## src/rtl/rr_arbiter3.sv

```systemverilog
// Three-way round-robin arbiter: one-hot grant plus 3:1 mux select, tracks multi-beat ownership.
// Latency: req in cycle N -> gnt in N+1; a release hands over back-to-back with no idle cycle.
// Backpressure: ready low stalls beats and holds the grant; ARB_HOLD_LIMIT_EN adds hold-limit preemption.
module rr_arbiter3 #(
    parameter int HOLD_MAX = 16
) (
    input  logic       clk,
    input  logic       nreset,
    input  logic [2:0] req,
    input  logic [2:0] last,
    input  logic       ready,
    output logic [2:0] gnt,
    output logic [1:0] sel,
    output logic       busy,
    output logic       beat,
    output logic       preempt
);

    localparam logic [0:0] ST_IDLE  = 1'b0;
    localparam logic [0:0] ST_GRANT = 1'b1;

    if (HOLD_MAX < 2) begin : g_bad_hold_max
        $error("rr_arbiter3: HOLD_MAX must be at least 2");
    end

    logic [0:0] state;
    logic [0:0] state_nxt;
    logic [1:0] ptr;
    logic [1:0] ptr_nxt;
    logic [2:0] gnt_nxt;
    logic [1:0] sel_nxt;
    logic       preempt_nxt;

    logic [2:0] own_mask;
    logic       own_req;
    logic       own_last;
    logic       rel_normal;
    logic       rel_abort;
    logic       rel_hold;
    logic       release_evt;

    logic [2:0] cand;
    logic [1:0] arb_ptr;
    logic       found;
    logic [1:0] win;

    function automatic logic [1:0] inc3(input logic [1:0] v);
        return (v == 2'd2) ? 2'd0 : v + 2'd1;
    endfunction

    assign own_mask = 3'b001 << sel;
    assign own_req  = |(req & own_mask);
    assign own_last = |(last & own_mask);
    assign busy     = |gnt;
    assign beat     = busy & own_req & ready;

    assign rel_normal  = beat & own_last;
    assign rel_abort   = busy & ~own_req;
    assign release_evt = rel_normal | rel_abort | rel_hold;

    // On release the owner is excluded and the search starts just past it.
    assign arb_ptr = release_evt ? inc3(sel) : ptr;
    assign cand    = release_evt ? (req & ~own_mask) : req;

    always_comb begin
        logic [1:0] idx;
        found = 1'b0;
        win   = 2'd0;
        idx   = arb_ptr;
        for (int k = 0; k < 3; k++) begin
            if (!found && cand[idx]) begin
                found = 1'b1;
                win   = idx;
            end
            idx = inc3(idx);
        end
    end

    always_comb begin
        state_nxt   = state;
        gnt_nxt     = gnt;
        sel_nxt     = sel;
        ptr_nxt     = ptr;
        preempt_nxt = 1'b0;
        if (state == ST_IDLE) begin
            if (found) begin
                state_nxt = ST_GRANT;
                gnt_nxt   = 3'b001 << win;
                sel_nxt   = win;
            end
        end else if (release_evt) begin
            ptr_nxt     = inc3(sel);
            preempt_nxt = rel_hold;
            if (found) begin
                gnt_nxt = 3'b001 << win;
                sel_nxt = win;
            end else begin
                state_nxt = ST_IDLE;
                gnt_nxt   = 3'b000;
                sel_nxt   = 2'd0;
            end
        end
    end

    always_ff @(posedge clk or negedge nreset) begin
        if (!nreset) begin
            state   <= ST_IDLE;
            gnt     <= 3'b000;
            sel     <= 2'd0;
            ptr     <= 2'd0;
            preempt <= 1'b0;
        end else begin
            state   <= state_nxt;
            gnt     <= gnt_nxt;
            sel     <= sel_nxt;
            ptr     <= ptr_nxt;
            preempt <= preempt_nxt;
        end
    end

`ifdef ARB_HOLD_LIMIT_EN
    localparam int CW = $clog2(HOLD_MAX + 1);
    logic [CW-1:0] hold_cnt;

    // Fires on the beat that reaches the limit, or on any beat once saturated, if someone else waits.
    assign rel_hold = beat & ~own_last & (hold_cnt >= CW'(HOLD_MAX - 1)) & |(req & ~own_mask);

    always_ff @(posedge clk or negedge nreset) begin
        if (!nreset) begin
            hold_cnt <= '0;
        end else if (state == ST_IDLE || release_evt) begin
            hold_cnt <= '0;
        end else if (beat && hold_cnt != CW'(HOLD_MAX)) begin
            hold_cnt <= hold_cnt + 1'b1;
        end
    end
`else
    assign rel_hold = 1'b0;
`endif

endmodule

```

## config.mk

```make
export PLATFORM = sky130hd
export DESIGN_NAME = rr_arbiter3
export DESIGN_NICKNAME = d
export VERILOG_FILES = /design/src/rtl/rr_arbiter3.sv
export SDC_FILE = /design/constraint.sdc
export NUM_CORES = 1
export LEC_CHECK = 0
export ABC_CLOCK_PERIOD_IN_PS = 2200
export BUFFER_PORTS_ARGS = -buffer_cell sky130_fd_sc_hd__buf_2
export CAP_MARGIN = 20
export CORE_MARGIN = 2
export CORE_UTILIZATION = 40
export DETAILED_ROUTE_END_ITERATION = 8
export GPL_TIMING_DRIVEN = 0
export PLACE_DENSITY = 0.67
export SLEW_MARGIN = 20
export SYNTH_ARGS = -nofsm -noshare
export SYNTH_HDL_FRONTEND = slang
export SYNTH_SLANG_ARGS = --single-unit
```

## constraint.sdc

```tcl
create_clock -name clk -period 2.2 [get_ports clk]
set_input_delay 0.22 -clock clk [delete_from_list [all_inputs] [get_ports clk]]
set_output_delay 0.22 -clock clk [all_outputs]
set_load 0.01 [all_outputs]
```

# Yosys cells after proc, flatten, opt, wreduce, memory -nomap -nowiden
# Index checks and enable logic that the tools add are counted.
dict set report word_totals {
  register_bits 8
  latch_bits 0
  mem_bits_rw 0
  mem_bits_ro 0
  elab_cells 63
  n_memories 0
}
dict set report classes {
  addsub 3
  mul 0
  div 0
  n_lt_le_gt_ge 3
  n_eq_ne 4
  shifts 2
  muxes 28
  bitwise_logic 10
  reduce_logical 9
}
# op count
set op_table {}
lappend op_table {{2-bit 2-to-1 mux} 11}
lappend op_table {{3-bit 2-to-1 mux} 5}
lappend op_table {{3-bit bitwise AND} 3}
lappend op_table {{2-bit by 3-bit less-than comparator with 1-bit output, second input constant} 3}
lappend op_table {{1-bit 2-to-1 mux} 9}
lappend op_table {{3-bit OR reduction} 3}
lappend op_table {{2-bit by 1-bit adder with 2-bit output, second input constant} 3}
lappend op_table {{1-bit binary-select mux with 2-bit select} 3}
lappend op_table {{2-bit equality test, second input constant} 3}
lappend op_table {{1-bit by 2-bit << shifter with 3-bit output, first input constant} 2}
lappend op_table {{1-bit bitwise AND} 4}
lappend op_table {{3-bit NOT} 1}
lappend op_table {{1-bit logical AND} 2}
lappend op_table {{1-bit logical NOT} 2}
lappend op_table {{2-bit by 1-bit != test with 1-bit output, second input constant} 1}
lappend op_table {{2-bit AND reduction} 1}
lappend op_table {{2-bit nonzero test} 1}
lappend op_table {{1-bit NOT} 1}
lappend op_table {{1-bit bitwise OR} 1}

# Longest topological paths before layout
# Gate-level depths: netlist (run 1).
dict set report depth {
  word_depth 21
  mapped_depth 7
  mapped_depth_nobuf 7
}

# Worst setup path before layout (run 1)
# No wires, ideal clock.
dict set report synth_path {
  kind {register -> register}
  startpoint {register sel[1]}
  endpoint {register gnt[0]}
  setup_time_ns 0.122
  arrival_time_ns 1.778
  required_time_ns 2.078
  slack_ns 0.300
  path_stages_with_launch 8
  path_buffers 1
  path_cell_list {dfrtp_1 buf_6 mux2_4 o22ai_2 o21ai_2 and2_4 or2_4 a32o_1}
}
dict set report synth_between {
  elab_chain_len 21
}
# element line_no
set synth_lines {}
lappend synth_lines {{start, declared} 13} ;# output logic [1:0] sel,
lappend synth_lines {{start signal, assigned} 115} ;# sel <= sel_nxt;
lappend synth_lines {{branches (longest 21 deep; another with 2-bit by 1-bit adder with 2-bit output)} --}
lappend synth_lines {{end signal, assigned} 114} ;# gnt <= gnt_nxt;
lappend synth_lines {{end, declared} 12} ;# output logic [2:0] gnt,
# Several ways; the timed one is not identified. The select of a mux whose other input is x is not followed.
# A chain may end at the register's enable or synchronous reset.

# Worst setup path after layout (run 1)
dict set report layout_path {
  startpoint {register sel[0]}
  endpoint {register gnt[0]}
}
# The elaborated chain is that of the path after synthesis.

==> flow_summary.rst, run 1 <==
.. list-table::
   :header-rows: 1

   * - Metric
     - Value
   * - Post-DRT Antenna Nets
     - 0
   * - Dominant delay contributor by cell family on the critical path
     - compound AO/OA/AOI/OAI gates
   * - Floorplan row count
     - 14
   * - Most frequent standard cell in the layout excluding fill and tap cells
     - buf_2
   * - Data required time at the worst endpoint
     - 2.33 ns
   * - Sequential fraction of the synthesis area
     - 0.311
   * - Initial antenna violation count
     - 0
   * - Worst Setup Path Type
     - reg -> reg
   * - Pin count of the biggest net entering global routing
     - 10
   * - Signal arrival time at the worst endpoint
     - 2.11 ns
   * - Number of maximum-capacitance constraint violations
     - 0
   * - Clock buffer count from CTS
     - 3
   * - Final worst setup slack
     - ~0.22 ns
   * - Category of the worst setup path capture point
     - register
   * - Antenna Cells
     - 0
   * - RSZ-0062 raised after global routing
     - false
   * - Number of flops mapped to enable cells by yosys
     - 0
   * - Vias post-DR
     - ~600
   * - Count of distinct cell types in the synthesized netlist
     - 37
   * - Final Max Slew Viols
     - 0
   * - Commonest register cell after synthesis
     - dfrtp_1
   * - Final estimated routing congestion in global placement
     - about 0.84
   * - Total Die Area
     - just under 2000 um2
   * - Leak pwr
     - 0.358 nW
   * - Final period util
     - 0.900
   * - Area inside the core boundary
     - 1510 um2
   * - CTS tree
     - built
   * - Cell at the root of the clock tree
     - clkbuf_4
   * - Maximum root-to-sink buffer count
     - 2
   * - Total power density per cell area
     - 1280 nW/um2
   * - First-pass GRT wire length
     - 2420 um
   * - Area of all sequential standard cells
     - 200 um2
   * - Total Negative Setup Slacks
     - 0 ns
   * - Pre-CTS setup slack
     - around 0.23 ns
   * - Starting density of the core
     - 0.428
   * - Nets in the synthesized netlist
     - 81
   * - Remaining design rule violation count
     - 0
   * - Largest fanout on the critical path
     - 9
   * - Number of synthesized register bits
     - 8
   * - Transition at the pin with the smallest max-transition slack
     - 0.647 ns
   * - Final worst clock skew
     - ~0.0067 ns
   * - Synthesis Warnings
     - 0
   * - Avg Vias per Cell
     - approximately 5.6
   * - Final critical path time including I/O delays and setup
     - 1.98 ns
   * - Cell area after synthesis
     - 644 um2
   * - Post-cts gate resize count
     - 0
   * - CTS clock-pin slew for the worst setup and hold paths
     - 0.06 ns
   * - Total overflow reported by the global router
     - 0
   * - HPWL Detailed
     - around 1100 um
   * - I/O pin count
     - 17
   * - Final setup violation count
     - 0
   * - Ratio of cells with drive above 1 in the final layout
     - 0.363
   * - Slowest cell on the critical path
     - a2111oi_1
   * - Number of port buffers
     - 15
   * - Buf/Inv on CP
     - 2
   * - Startpoint Class
     - register
   * - Peak Freq
     - 505 MHz
   * - Die boundary width
     - 44.1 um
   * - Filler instances
     - 149
   * - H-tree depth
     - 1
   * - Class of the tightest hold or removal check
     - in -> async
   * - Commonest non-fill, non-tap cells in the layout
     - 15 x buf_2, 9 x nand2_1, 8 x dfrtp_1, 7 x a21oi_1, 6 x nor2_1
   * - Insertion delay of the later-clocked pin in the worst-skew pair
     - 0.25 ns
   * - Final core occ
     - 0.512
   * - Number of global-route vias before repair
     - 565
   * - Result of the run
     - finished, final reports clean
   * - Total global-route track usage
     - 0.167
   * - Synth-to-Final Area Change
     - 19.8%
   * - Post-layout net count
     - 102
   * - Die H
     - 44.1 um
   * - Number of failing hold endpoints at the final stage
     - 0
   * - Area of the multi-input gates
     - 407 um2
   * - Drt initial violations
     - 16
   * - Max_slew headroom
     - 0.567
   * - Clock Sink Count
     - 8
   * - Length of the first detailed-routing pass in iterations
     - 4
   * - DRT Wirelength
     - 1410 um
   * - Async set or reset register ratio after synthesis
     - 1.00
   * - Worst-case vdd ir drop
     - ~0.56 mV
   * - Wire length per cell after detailed routing
     - 13.2 um
   * - Cell area reported after detailed placement
     - ~740 um2
   * - Series of cell instances along the critical path
     - buf_4 > inv_2 > a2111oi_1 > a21oi_1 > o211a_1 > a32o_1
   * - Fin area
     - 772 um2
   * - Biggest cell delay along the critical path
     - between 0.5 and 0.6 ns
   * - Cell count after synthesis
     - 72
   * - Post-synthesis area per instance
     - 8.95 um2
## sequential cells by signal (all words and copies together), names as in the netlist
| name | flops |
|---|---|
| gnt | 3 |
| state | 1 |
| sel | 2 |
| ptr | 2 |
## final timing paths
| check | cells after the start | end | from | slack (ns) |
|---|---|---|---|---|
| setup / recovery | 6 | gnt[0] | sel[0] | 0.22 |
| min in group clk | 5 | state | req[0] | 0.43 |
| hold / removal | 2 | ptr[0] | nreset | 0.33 |
| max in group asynchronous | 2 | sel[1] | nreset | 1.69 |
| setup reg to reg | 6 | gnt[0] | sel[0] | 0.22 |
| hold reg to reg | 1 | ptr[1] | state | 0.55 |
## where the power goes
part / switching (mW) / internal, mW / leakage [nW]
Sequential: 0.0680 / 0.205 / 0.0987
Combinational: 0.335 / 0.268 / 0.245
Clock: 0.0491 / 0.0624 / 0.0138
## worst reg2reg max path: cells and delay by family (launching register included)
kind | cells | cell delay, ns
flops | 1 | 0.35
buf+inv | 2 | 0.24
compound gates | 4 | 1.28
## cell type report
type,count,area share
Sequential cell,8,0.259
Buffer,3,0.0340
Multi-Input combinational cell,58,0.527
Inverter,3,0.0146
Tap cell,16,0.0259
Timing Repair Buffer,16,0.110
Clock buffer,3,0.0292
## metrics by stage
step | hold slack [ns] | total power, mW | cells
2_1_floorplan | -0.0756 | 0.727 | 72
3_3_place_gp | 0.0720 | 0.870 | 103
3_5_place_dp | 0.0728 | 0.876 | 103
4_1_cts | 0.333 | 0.995 | 107
5_1_grt | 0.353 | 1.08 | 107
6_report | 0.334 | 0.987 | 107
## per-layer routing
layer,up-vias,track usage,share of wire
met5,-,0,0
met4,0,0.0606,0.0099
met3,2,0.0245,0.048
met2,15,0.276,0.45
met1,275,0.219,0.50
li1,309,-,-
## cells in the mapped netlist, types with 2 or more instances
cell,instances,share of area
a211oi_1,2,0.023
a21o_1,2,0.023
a21oi_1,7,0.054
buf_4,2,0.023
dfrtp_1,8,0.31
inv_2,2,0.012
nand2_1,9,0.052
nand2b_1,2,0.019
nor2_1,6,0.035
o31a_1,2,0.027
o31ai_1,4,0.047
## what timing repair did
item,CTS,global route
buffers inserted,0,0
hold buffers,1,0
endpoints found under the hold margin,8,0
## cell families after synthesis
| logic type | after synthesis | synth area share |
|---|---|---|
| multiplexers | 2 | 0.0388 |
| AND/OR/NAND/NOR | 25 | 0.200 |
| flip-flops | 8 | 0.311 |
| other | 1 | 0.00582 |
| AO/OA/AOI/OAI | 30 | 0.386 |
| buffers and inverters | 6 | 0.0582 |
No activity file was read; power rests on OpenSTA's default activity.
==> inputs of run 2 (changes only) <==
--- a/config.mk
+++ b/config.mk
@@ -5,7 +5,6 @@
 export SDC_FILE = /design/constraint.sdc
 export NUM_CORES = 1
 export LEC_CHECK = 0
-export ABC_CLOCK_PERIOD_IN_PS = 2200
 export BUFFER_PORTS_ARGS = -buffer_cell sky130_fd_sc_hd__buf_2
 export CAP_MARGIN = 20
 export CORE_MARGIN = 2
@@ -13,6 +12,7 @@
 export DETAILED_ROUTE_END_ITERATION = 8
 export GPL_TIMING_DRIVEN = 0
 export PLACE_DENSITY = 0.67
+export RECOVER_POWER = 50
 export SLEW_MARGIN = 20
 export SYNTH_ARGS = -nofsm -noshare
 export SYNTH_HDL_FRONTEND = slang
==> run 2 against run 1 <==
First-iteration DRC count is the same. Core utilization shrank 0.33 points. Maximum frequency is essentially flat. Clock skew is essentially flat. Critical endpoint unchanged. Worst setup slack gained 0.0018 ns. Hold slack gained 0.079 ns.
==> flow_summary.rst, run 2 (synthesis gave the netlist of run 1 again) <==
.. list-table::
   :header-rows: 1

   * - Metric
     - Value
   * - Post-cts gate resize count
     - 0 (unchanged)
   * - Largest fanout on the critical path
     - 9 (unchanged)
   * - First-pass GRT wire length
     - 2420 um (unchanged)
   * - Leak pwr
     - 0.344 nW (was 0.358 nW)
   * - Number of flip-flops under the largest register name
     - 3 (unchanged)
   * - Avg Vias per Cell
     - 5.65 (was 5.62)
   * - Commonest non-fill, non-tap cells in the layout
     - 11 x buf_2, 9 x nand2_1, 8 x dfrtp_1, 7 x a21oi_1, 6 x nor2_1 (was 15 x buf_2, 9 x nand2_1, 8 x dfrtp_1, 7 x a21oi_1, 6 x nor2_1)
   * - Most flops, register
     - gnt (unchanged)
   * - Data required time at the worst endpoint
     - 2.33 ns (about the same)
   * - Worst Setup Path Type
     - reg -> reg (unchanged)
   * - Category of the worst setup path capture point
     - register (unchanged)
   * - Total power density per cell area
     - 1280 nW/um2 (about the same)
   * - Final Max Slew Viols
     - 0 (unchanged)
   * - Number of buffers inserted to repair setup after CTS
     - 0 (unchanged)
   * - Class of the tightest hold or removal check
     - in -> async (unchanged)
   * - Vias post-DR
     - 605 (was 601)
   * - Post-layout net count
     - 102 (unchanged)
   * - Final period util
     - 0.899 (was 0.900)
   * - RSZ-0062 raised after global routing
     - false (unchanged)
   * - Final critical path time including I/O delays and setup
     - 1.98 ns (about the same)
   * - HPWL Detailed
     - 1140 um (unchanged)
   * - Pin count of the biggest net entering global routing
     - 10 (unchanged)
   * - Final worst clock skew
     - 0.00704 ns (was 0.00669 ns)
   * - H-tree depth
     - 1 (unchanged)
   * - Most frequent standard cell in the layout excluding fill and tap cells
     - buf_2 (unchanged)
   * - Ratio of cells with drive above 1 in the final layout
     - 0.319 (was 0.363)
   * - Maximum root-to-sink buffer count
     - 2 (unchanged)
   * - Die H
     - 44.1 um (unchanged)
   * - Total overflow reported by the global router
     - 0 (unchanged)
   * - Number of maximum-capacitance constraint violations
     - 0 (unchanged)
   * - Remaining design rule violation count
     - 0 (unchanged)
   * - Floorplan row count
     - 14 (unchanged)
   * - Transition at the pin with the smallest max-transition slack
     - 0.647 ns (about the same)
   * - Initial antenna violation count
     - 0 (unchanged)
   * - Final setup violation count
     - 0 (unchanged)
   * - Max_slew headroom
     - 0.567 (about the same)
   * - Total Die Area
     - 1950 um2 (unchanged)
   * - DRT Wirelength
     - 1410 um (about the same)
   * - Signal arrival time at the worst endpoint
     - 2.11 ns (about the same)
   * - Cell at the root of the clock tree
     - clkbuf_4 (unchanged)
   * - Wire length per cell after detailed routing
     - 13.2 um (about the same)
   * - Number of port buffers
     - 15 (unchanged)
   * - Insertion delay of the later-clocked pin in the worst-skew pair
     - 0.25 ns (about the same)
   * - Antenna Cells
     - 0 (unchanged)
   * - CTS clock-pin slew for the worst setup and hold paths
     - 0.06 ns (about the same)
   * - Startpoint Class
     - register (unchanged)
   * - Number of global-route vias before repair
     - 565 (unchanged)
   * - Clock buffer count from CTS
     - 3 (unchanged)
   * - Final total power
     - 0.982 mW (was 0.987 mW)
   * - Count of hold buffers inserted by post-cts repair
     - 1 (unchanged)
   * - Number of failing hold endpoints at the final stage
     - 0 (unchanged)
   * - Area inside the core boundary
     - 1510 um2 (unchanged)
   * - Die boundary width
     - 44.1 um (unchanged)
   * - Length of the first detailed-routing pass in iterations
     - 4 (unchanged)
   * - Final estimated routing congestion in global placement
     - 0.843 (unchanged)
   * - Clock Sink Count
     - 8 (unchanged)
   * - Total Negative Setup Slacks
     - 0 ns (unchanged)
   * - CTS tree
     - built (unchanged)
   * - I/O pin count
     - 17 (unchanged)
   * - Starting density of the core
     - 0.428 (unchanged)
   * - Result of the run
     - finished, final reports clean (unchanged)
   * - Worst-case vdd ir drop
     - 0.560 mV (about the same)
   * - Synth-to-Final Area Change
     - 19.0% (was 19.8%)
   * - Peak Freq
     - 506 MHz (was 505 MHz)
   * - Largest registers in the final layout
     - gnt x3, ptr x2, sel x2 (unchanged)
   * - Post-DRT Antenna Nets
     - 0 (unchanged)
   * - Total global-route track usage
     - 0.167 (unchanged)
   * - Drt initial violations
     - 16 (unchanged)
==> run 2: cell count changes in the layout (fill, tap and decap cells not counted), sizes merged <==
cell,before,now
clkbuf,3,7
buf,18,14
==> run 2: critical path, stage by stage (launching register included) <==
cell and delay, ns:
dfrtp_1 0.35, buf_4 0.17, inv_2 0.07, a2111oi_1 0.58, a21oi_1 0.20, o211a_1 0.26, a32o_1 0.24
==> run 2: path summary, 6_finish.rpt <==
| check | start | to | slack [ns] | cells past startpoint |
|---|---|---|---|---|
| worst max-delay path | sel[0] | gnt[0] | 0.22 | 6 |
| worst min-delay path | nreset | ptr[0] | 0.41 | 2 |
| worst max register to register | sel[0] | gnt[0] | 0.22 | 6 |
| worst min register to register | state | ptr[1] | 0.55 | 1 |
| max in group asynchronous | nreset | sel[1] | 1.48 | 2 |
| min in group clk | req[0] | state | 0.43 | 5 |
==> run 2: metrics by stage <==
step	instances	worst slack [ns]	cell area, um2	utilization	hold WS [ns]
after CTS	107	0.215	772	0.512	0.333
final	107	0.222	767	0.509	0.413
after detailed placement	103	0.235	739	0.491	0.0728
after global placement	103	0.250	739	0.491	0.0720
after floorplan	72	0.300	644	-	-0.0756
after global routing	107	0.00797	767	0.509	0.467
==> run 2: power by group <==
group | switching, mW | internal (mW) | leakage (nW)
combinational | 0.334 | 0.262 | 0.232
sequential | 0.0679 | 0.205 | 0.0987
clock | 0.0496 | 0.0624 | 0.0138
==> run 2: area by class of cell <==
class / instances / area (um2)
fillers: 148 / 739
repair buffers: 16 / 80.1
clock buffers: 3 / 22.5
plain buffers: 3 / 26.3
well taps: 16 / 20.0
flip-flops and latches: 8 / 200
inverters: 3 / 11.3
multi-input cells: 58 / 407
==> run 2: metal layers <==
| layer | GRT usage | vias up | share of wire |
|---|---|---|---|
| met4 | 0.0606 | 0 | 0.0099 |
| met5 | 0 | - | 0 |
| li1 | - | 309 | - |
| met2 | 0.276 | 17 | 0.45 |
| met3 | 0.0245 | 2 | 0.050 |
| met1 | 0.219 | 277 | 0.49 |
==> inputs of run 3 (changes only) <==
--- a/config.mk
+++ b/config.mk
@@ -9,10 +9,11 @@
 export CAP_MARGIN = 20
 export CORE_MARGIN = 2
 export CORE_UTILIZATION = 40
+export CTS_BUF_LIST = sky130_fd_sc_hd__clkbuf_4 sky130_fd_sc_hd__clkbuf_8
 export DETAILED_ROUTE_END_ITERATION = 8
 export GPL_TIMING_DRIVEN = 0
-export PLACE_DENSITY = 0.67
-export RECOVER_POWER = 50
+export PLACE_DENSITY = 0.7
+export RECOVER_POWER = 100
 export SLEW_MARGIN = 20
 export SYNTH_ARGS = -nofsm -noshare
 export SYNTH_HDL_FRONTEND = slang
==> constraint.sdc (replaced) <==
create_clock -name clk -period 1.72 [get_ports clk]
set_input_delay 0.172 -clock clk [delete_from_list [all_inputs] [get_ports clk]]
set_output_delay 0.172 -clock clk [all_outputs]
set_load 0.01 [all_outputs]
==> run 3 against run 2 <==
The flow now finishes with violations (negative setup slack). Via count increased by 13%. Critical path depth increased by 1. First-iteration DRC count decreased by 25%. Combinational power increased by 95%. Worst setup slack got worse by 0.46 ns. Die area unchanged. Final area increased by 27%. Global-route usage increased by 4.8 points. Cell count increased by 8.4%. Non-clock buffer count increased by 9. Maximum frequency increased by 0.97%. Power increased by 72%. Critical path type unchanged.
==> flow_summary.rst, run 3 (synthesis gave the netlist of run 1 again) <==
.. list-table::
   :header-rows: 1

   * - Metric
     - Value
   * - Result of the run
     - finished with violations (was finished, final reports clean)
   * - Violated checks
     - negative setup slack
   * - Avg Vias per Cell
     - 5.91 (was 5.65)
   * - Number of failing hold endpoints at the final stage
     - 0 (unchanged)
   * - Ratio of cells with drive above 1 in the final layout
     - 0.470 (was 0.319)
   * - Total overflow reported by the global router
     - 0 (unchanged)
   * - DRT Wirelength
     - 1950 um (was 1410 um)
   * - Post-layout net count
     - 111 (was 102)
   * - Number of port buffers
     - 15 (unchanged)
   * - Vias post-DR
     - 685 (was 605)
   * - Final cell count without fillers
     - 116 (was 107)
   * - Drt initial violations
     - 12 (was 16)
   * - Cell count after placement
     - 103 (unchanged)
   * - Most flops, register
     - gnt (unchanged)
   * - Post-DRT Antenna Nets
     - 0 (unchanged)
   * - Filler instances
     - 128 (was 148)
   * - Final worst clock skew
     - 0.00636 ns (was 0.00704 ns)
   * - Total global-route track usage
     - 0.214 (was 0.167)
   * - Total Negative Setup Slacks
     - -1.08 ns (was 0 ns)
   * - Worst-case vdd ir drop
     - 1.02 mV (was 0.560 mV)
   * - Peak Freq
     - 510 MHz (was 506 MHz)
   * - Highest routed metal layer
     - met4 (unchanged)
   * - Antenna Cells
     - 0 (unchanged)
   * - Largest fanout on the critical path
     - 5 (was 9)
   * - Routed met2 length
     - 1060 um (was 630 um)
   * - Largest registers in the final layout
     - gnt x3, ptr x2, sel x2 (unchanged)
   * - Metal3 WL
     - 83 um (was 71 um)
   * - Final critical path time including I/O delays and setup
     - 1.96 ns (was 1.98 ns)
   * - Length of the first detailed-routing pass in iterations
     - 4 (unchanged)
   * - Signal arrival time at the worst endpoint
     - 2.10 ns (was 2.11 ns)
   * - RSZ-0062 raised after global routing
     - true (was false)
   * - Number of global-route vias before repair
     - 709 (was 565)
   * - CTS tree
     - built (unchanged)
   * - Number of maximum-capacitance constraint violations
     - 0 (unchanged)
   * - Cell at the root of the clock tree
     - clkbuf_4 (unchanged)
   * - HPWL Detailed
     - 1190 um (was 1140 um)
   * - Area inside the core boundary
     - 1510 um2 (unchanged)
   * - Wire length per cell after detailed routing
     - 16.8 um (was 13.2 um)
   * - Floorplan row count
     - 14 (unchanged)
   * - Insertion delay of the later-clocked pin in the worst-skew pair
     - 0.26 ns (was 0.25 ns)
   * - Class of the tightest hold or removal check
     - in -> async (unchanged)
   * - Startpoint Class
     - register (unchanged)
   * - Pre-CTS setup slack
     - -0.226 ns (was 0.235 ns)
   * - Total Die Area
     - 1950 um2 (unchanged)
   * - Category of the worst setup path capture point
     - register (unchanged)
   * - First-pass GRT wire length
     - 3120 um (was 2420 um)
   * - Clock buffer count from CTS
     - 3 (unchanged)
   * - Worst Setup Path Type
     - reg -> reg (unchanged)
   * - Leak pwr
     - 0.407 nW (was 0.344 nW)
   * - Pin count of the biggest net entering global routing
     - 10 (unchanged)
   * - Final period util
     - 1.14 (was 0.899)
   * - Die H
     - 44.1 um (unchanged)
   * - Die boundary width
     - 44.1 um (unchanged)
   * - Synth-to-Final Area Change
     - 51.3% (was 19.0%)
   * - Most frequent standard cell in the layout excluding fill and tap cells
     - buf_4 (was buf_2)
   * - Maximum root-to-sink buffer count
     - 2 (unchanged)
   * - I/O pin count
     - 17 (unchanged)
   * - Total power density per cell area
     - 1740 nW/um2 (was 1280 nW/um2)
   * - Number of flip-flops under the largest register name
     - 3 (unchanged)
   * - Starting density of the core
     - 0.428 (unchanged)
   * - H-tree depth
     - 1 (unchanged)
   * - Final total power
     - 1.69 mW (was 0.982 mW)
   * - Data required time at the worst endpoint
     - 1.86 ns (was 2.33 ns)
   * - Initial antenna violation count
     - 0 (unchanged)
   * - Clock Sink Count
     - 8 (unchanged)
   * - Final setup violation count
     - 7 (was 0)
   * - Final estimated routing congestion in global placement
     - 0.833 (was 0.843)
   * - Final worst setup slack
     - -0.239 ns (was 0.222 ns)
   * - Remaining design rule violation count
     - 0 (unchanged)
   * - CTS clock-pin slew for the worst setup and hold paths
     - 0.06 ns (about the same)
   * - Minimum hold slack
     - 0.376 ns (was 0.413 ns)
   * - Commonest non-fill, non-tap cells in the layout
     - 10 x buf_4, 9 x buf_2, 8 x nand2_1, 8 x dfrtp_1, 6 x clkbuf_1 (was 11 x buf_2, 9 x nand2_1, 8 x dfrtp_1, 7 x a21oi_1, 6 x nor2_1)
   * - Total routed wire length on the met1 layer
     - 782 um (was 696 um)
   * - Final Max Slew Viols
     - 0 (unchanged)
run 3: worst paths after layout:
| path | from | to | slack [ns] | cells after the start |
|---|---|---|---|---|
| min reg2reg | state | ptr[1] | 0.54 | 1 |
| max | sel[1] | gnt[0] | -0.24 | 7 |
| max reg2reg | sel[1] | gnt[0] | -0.24 | 7 |
| min | nreset | ptr[0] | 0.38 | 2 |
| min in group clk | req[0] | state | 0.43 | 5 |
| max in group asynchronous | nreset | sel[1] | 1.01 | 2 |
run 3: layout make-up:
class	count	area, um2	area share
Buffer	3	26.3	0.0270
Sequential cell	8	200	0.205
Inverter	3	11.3	0.0116
Clock buffer	3	22.5	0.0231
Multi-Input combinational cell	58	537	0.551
Timing Repair Buffer	25	158	0.162
Tap cell	16	20.0	0.0205
run 3: critical path: stages, from the launching register on:
cell and delay (ns):
dfrtp_1 0.38, buf_6 0.14, mux2_4 0.32, o22ai_4 0.24, or3b_1 0.16, a21oi_1 0.06, o31a_1 0.31, a32o_1 0.23
run 3: per-layer routing:
layer / vias to the layer above / track usage
met5: - / 0
met4: 0 / 0.109
met3: 2 / 0.0204
met2: 15 / 0.388
met1: 337 / 0.247
li1: 331 / -
run 3: what timing repair did:
item / in CTS / in global routing
hold endpoints to repair: 8 / 0
gates resized for setup: 11 / 8
hold buffers: 1 / 0
setup endpoints to repair: 7 / 6
buffers inserted: 7 / 2
pin swaps: 8 / 6
run 3: power by group:
group          switching [mW]  internal (mW)
Combinational           0.611          0.553
Clock                  0.0743         0.0805
Sequential              0.112          0.262
run 3: through the flow:
stage / area [um2] / util
after global routing: 975 / 0.647
final: 975 / 0.647
after floorplan: 659 / -
after global placement: 754 / 0.501
after detailed placement: 754 / 0.501
after CTS: 911 / 0.605
